File: config.mk
export PLATFORM = sky130hd
export DESIGN_NAME = glb_fill_ctrl
export DESIGN_NICKNAME = d
export VERILOG_FILES = /design/src/rtl/glb_fill_ctrl.sv
export SDC_FILE = /design/constraint.sdc
export NUM_CORES = 2
export LEC_CHECK = 0
export BUFFER_PORTS_ARGS = -buffer_cell sky130_fd_sc_hd__buf_2
export CORE_AREA = 10 10 556 558
export DETAILED_ROUTE_END_ITERATION = 8
export DIE_AREA = 0 0 566 568
export PLACE_DENSITY = 0.43
export SETUP_SLACK_MARGIN = 0.1
export SLEW_MARGIN = 10
export SYNTH_ARGS = -nofsm -noshare
export SYNTH_HDL_FRONTEND = slang
export SYNTH_SLANG_ARGS = --single-unit
File: constraint.sdc
create_clock -name i_clk -period 84.3 [get_ports i_clk]
set_input_delay 16.86 -clock i_clk [delete_from_list [all_inputs] [get_ports i_clk]]
set_output_delay 16.86 -clock i_clk [all_outputs]
set_load 0.05 [all_outputs]
File: src/rtl/glb_fill_ctrl.sv
// ---------------------------------------------------------------------------
// glb_fill_ctrl
// Write-side fill engine for the banked global buffer. One command (base row,
// word count) is taken in IDLE. The following valid/ready word stream is then
// scattered round-robin over the banks:
//   stream word k -> bank (k mod BANK_NUM), row (base + k div BANK_NUM) mod BANK_DEPTH
// The per-bank write ports of the buffer are driven directly, one cycle after
// each accepted word.
//
// Ports
//   i_clk, i_rst   clock (rising edge) / asynchronous active-high reset
//   i_start        command strobe, only looked at in IDLE
//   i_base_addr    starting row used in every bank
//   i_len          number of words to write (0 = empty command)
//   i_valid/i_data stream word and its valid flag
//   o_ready        stream ready, high for the whole FILL state
//   o_we/o_wa/o_wd per-bank write enable / row address / data
//   o_busy         high in FILL and DONE
//   o_done         one-cycle pulse, coincident with the last write pulse
// ---------------------------------------------------------------------------
module glb_fill_ctrl #(
  parameter int DATA_BITWIDTH = 32,
  parameter int BANK_NUM      = 32,
  parameter int BANK_DEPTH    = 1024,
  parameter int LEN_W         = 16,
  localparam int ADDR_W       = (BANK_DEPTH > 1) ? $clog2(BANK_DEPTH) : 1
) (
  input  logic                                    i_clk,
  input  logic                                    i_rst,
  input  logic                                    i_start,
  input  logic [ADDR_W-1:0]                       i_base_addr,
  input  logic [LEN_W-1:0]                        i_len,
  input  logic                                    i_valid,
  input  logic [DATA_BITWIDTH-1:0]                i_data,
  output logic                                    o_ready,
  output logic [BANK_NUM-1:0]                     o_we,
  output logic [BANK_NUM-1:0][ADDR_W-1:0]         o_wa,
  output logic [BANK_NUM-1:0][DATA_BITWIDTH-1:0]  o_wd,
  output logic                                    o_busy,
  output logic                                    o_done
);

  localparam int BANK_W = (BANK_NUM > 1) ? $clog2(BANK_NUM) : 1;

  typedef enum logic [1:0] {
    ST_IDLE = 2'd0,
    ST_FILL = 2'd1,
    ST_DONE = 2'd2
  } state_t;

  state_t              state_q, state_d;
  logic [BANK_W-1:0]   bank_q,  bank_d;
  logic [ADDR_W-1:0]   row_q,   row_d;
  logic [LEN_W-1:0]    rem_q,   rem_d;
  logic                accept;

  // o_ready is a pure decode of the state register, so it is glitch-free and
  // drops on the edge that accepts the last word.
  assign o_ready = (state_q == ST_FILL);
  assign accept  = i_valid && o_ready;
  assign o_busy  = (state_q != ST_IDLE);
  assign o_done  = (state_q == ST_DONE);

  always_ff @(posedge i_clk or posedge i_rst) begin
    if (i_rst) begin
      state_q <= ST_IDLE;
      bank_q  <= '0;
      row_q   <= '0;
      rem_q   <= '0;
    end else begin
      state_q <= state_d;
      bank_q  <= bank_d;
      row_q   <= row_d;
      rem_q   <= rem_d;
    end
  end

  always_comb begin
    state_d = state_q;
    bank_d  = bank_q;
    row_d   = row_q;
    rem_d   = rem_q;
    case (state_q)
      ST_IDLE: begin
        if (i_start) begin
          if (i_len != '0) begin
            state_d = ST_FILL;
            bank_d  = '0;
            row_d   = i_base_addr;
            rem_d   = i_len;
          end else begin
            state_d = ST_DONE;
          end
        end
      end
      ST_FILL: begin
        if (accept) begin
          rem_d = rem_q - 1'b1;
          // Bank pointer wraps by compare (BANK_NUM need not be a power of
          // two); the row advances only when a full sweep of banks completes.
          if (bank_q == BANK_W'(BANK_NUM - 1)) begin
            bank_d = '0;
            row_d  = (row_q == ADDR_W'(BANK_DEPTH - 1)) ? '0 : row_q + 1'b1;
          end else begin
            bank_d = bank_q + 1'b1;
          end
          if (rem_q == LEN_W'(1)) begin
            state_d = ST_DONE;
          end
        end
      end
      ST_DONE: state_d = ST_IDLE;
      default: state_d = ST_IDLE;
    endcase
  end

  // Per-bank write port registers. Each bank only captures address/data when
  // it is the target of the current accept, so non-written banks hold.
  genvar gi;
  generate
    for (gi = 0; gi < BANK_NUM; gi++) begin : g_bank
      logic                     hit;
      logic                     we_q;
      logic [ADDR_W-1:0]        wa_q, wa_d;
      logic [DATA_BITWIDTH-1:0] wd_q, wd_d;

      assign hit  = accept && (bank_q == BANK_W'(gi));
      assign wa_d = hit ? row_q  : wa_q;
      assign wd_d = hit ? i_data : wd_q;

      always_ff @(posedge i_clk or posedge i_rst) begin
        if (i_rst) begin
          we_q <= 1'b0;
          wa_q <= '0;
          wd_q <= '0;
        end else begin
          we_q <= hit;
          wa_q <= wa_d;
          wd_q <= wd_d;
        end
      end

      assign o_we[gi] = we_q;
      assign o_wa[gi] = wa_q;
      assign o_wd[gi] = wd_q;
    end
  endgenerate

endmodule

==> results.ini <==
[synthesis]
synth_mux_area_frac = 0.283
ys_warn_count = 0
synth-main-ff-cell = dfrtp_1
synth_fa_ha_area_frac = 0.00210
synth-edff-count = 0
synth_compound_area_frac = 0.0101
synthCells = 3361
ys_async_sr_fraction = 1.00
synth_top_family_by_area = multiplexers
synthSimpleGateAreaFrac = 0.0155
synth_xor_area_frac = 0
synth_fp_nets = 3432
yosysSeqAreaShare = 0.658
ys_ff_latch = 1409
synth_area_mm2 = 0.0536
syn_avg_cell_area_um2 = 15.9
yosysUniqueCellTypes = 60

[timing]
fmax_mhz = 48.1
setup_tns_ns = 0
post-route-period-util = 0.247
worst_slack_ns = 63.49
slew_viol_final = 0
rsz0062_at_grt = false
slew-limit-headroom = 0.249
skew_ns = 0.0591
tightest_slew_ns = 1.13
setup_viol = 0
period_needed_ns = 20.81
hold_viol = 0

[placement]
dp_hpwl_um = 170000
post_dp_cell_area_mm2 = 0.0650
post-place-ws_ns = 62.48
portBuffers = 1440
routabilityCongestion = 0.748

[global_routing]
antenna_found_initial = 53
grt_pass1_vias = 36900
grt_pass1_wl_um = 330000
track_usage = 0.146
overflow = 0
grt_max_degree = 160

[floorplanning]
fp-row-count = 201
fp.dieW_um = 566
dieArea_mm2 = 0.321
ios = 1441
die_y_um = 568
initial_core_util = 0.180
core-area_mm2 = 0.298

[critical_path]
crit_path_end_kind = asynchronous set/reset pin
criticalPathCategory = primary input to asynchronous set/reset pin
rr_worst_depth = 8
startpoint_type = primary input
path_max_fanout = 109
worst_ep_required_time_ns = 85.09
cp.arrival_ns = 21.60

[power_and_ir_drop]
seqPwrFrac = 0.317
combPwrFrac = 0.459
swShare = 0.487
p_per_area_mw_per_mm2 = 46.4
p_total_w = 0.00327
vdd_drop_max_uv = 23.9
p_int_w = 0.00168
power.net_switching_w = 0.00159
clkPwrFrac = 0.225
p_leak_nw = 37.5

[routing]
vias = 34600
wl_per_cell_um = 27.8
ant_nets = 0
viasPerCell = 3.91
route.detailed.drc = 0
firstDrtPassIters = 5
routed_wl_um = 246000
drt_iter0_drc = 2046

[clock_network]
cts_buffers = 169
clkTransAtPathRegs_ns = 0.06
cts_root_buffer = clkbuf_16
cts_num_sinks = 1409
cts_resized = 0
clock_tree.buffer_depth = 4
post-cts-setup-buffers = 0
clkLatencyLatePin_ns = 0.83
tritoncts = built
cts.htree.levels = 4
cts.hold.buffers_added = 0

[final_layout]
layout_commonest_cell = buf_2
design_area_mm2 = 0.0706
drive_gt1_frac = 0.643
synthToLayoutAreaGrowth_pct = 31.8
seqCellArea_mm2 = 0.0353
fillers = 31800
most-common-layout-cells = 1440 x buf_2, 1404 x dfrtp_1, 1291 x mux2_2, 170 x clkbuf_16, 71 x buf_4
layout.nets = 4793
multi_input_area_mm2 = 0.0168
final_core_util = 0.237

[min_path]
hold_depth = 1
min-delay-path-class = flip-flop to flip-flop

[job]
max_cap_violations = 0

[run_status]
outcome = finished clean

[path summary, 6_finish.rpt]
check	startpoint	endpoint	slack [ns]
setup / recovery	i_rst	g_bank[28].wd_q[20]	63.49
hold / removal	g_bank[23].wd_q[4]	g_bank[23].wd_q[4]	0.48
setup reg to reg	state_q[1]	g_bank[23].wd_q[18]	80.52
hold reg to reg	g_bank[23].wd_q[4]	g_bank[23].wd_q[4]	0.48
max in group i_clk	state_q[1]	o_ready	64.89
min in group asynchronous	i_rst	g_bank[27].wa_q[9]	16.19
[layout make-up]
type / count / share of cell area
repair buffers: 1512 / 0.110
inverters: 41 / 0.00229
well taps: 3958 / 0.0701
flip-flops and latches: 1409 / 0.499
clock buffers: 240 / 0.0698
diodes: 28 / 0.000992
multi-input cells: 1589 / 0.238
clock inverters: 61 / 0.00951
[layer usage]
layer  vias up  track usage  part of all wire
li1      14500            -                 -
met1     18400        0.175              0.41
met2      1331        0.248              0.48
met3       329       0.0510             0.084
met4         0       0.0378             0.026
met5         -            0                 0
[kinds of logic (layout without fill, tap and decap cells)]
logic type,count (synthesis),in the layout
DFF,1409,1409
muxes,1346,1346
buffers and inverters,363,1854
and+or+nand+nor,146,146
AOI/OAI and AO/OA,88,88
adders and majority gates,9,9
other,0,28
[critical path: stages]
cell and delay [ns]:
buf_2 0.13, inv_8 0.55, buf_4 0.67, buf_4 0.76, buf_4 0.66, buf_4 0.80, buf_4 0.83
[power groups by stage]
stage                     logic, W  registers [W]  clock network [W]
after global routing       0.00156        0.00107           0.000787
final                      0.00150        0.00104           0.000735
after floorplan           0.000275        0.00183                  0
after global placement     0.00152        0.00104                  0
after detailed placement   0.00152        0.00105                  0
after CTS                  0.00152        0.00104           0.000761
[registers in the layout (all words and copies together) (netlist names)]
| register | flops |
|---|---|
| bank_q | 5 |
| g_bank.wa_q | 320 |
| g_bank.wd_q | 1024 |
| g_bank.we_q | 32 |
| rem_q | 16 |
| row_q | 10 |
| state_q | 2 |
[stage by stage]
stage,instances,hold WS [ns]
global placement,8509,0.463
finish,8838,0.481
floorplan,3361,0.476
CTS,8810,0.483
detailed placement,8509,0.469
global route,8820,0.493
[cell usage after synthesis, drive strengths merged, types with 2 or more instances]
cell | instances | share of area
a21oi | 27 | 0.0025
a22oi | 2 | 0.00028
a31oi | 3 | 0.00035
a41o | 2 | 0.00037
and2 | 2 | 0.00023
and3 | 11 | 0.0013
and4 | 2 | 0.00033
buf | 175 | 0.019
clkbuf | 147 | 0.010
dfrtp | 1409 | 0.66
ha | 9 | 0.0021
inv | 41 | 0.0029
mux2 | 1344 | 0.28
mux2i | 2 | 0.00037
nand2 | 39 | 0.0038
nand3 | 16 | 0.0021
nand3b | 2 | 0.00028
nand4 | 2 | 0.00023
nand4b | 2 | 0.00033
nor2 | 32 | 0.0023
nor2b | 3 | 0.00035
nor3 | 13 | 0.0014
nor3b | 3 | 0.00042
nor4 | 8 | 0.00093
o211ai | 3 | 0.00042
o21ai | 28 | 0.0026
o22ai | 6 | 0.00070
o2bb2a | 2 | 0.00037
o41ai | 2 | 0.00033
or3 | 4 | 0.00047
Power figures use the tool's default switching activity.
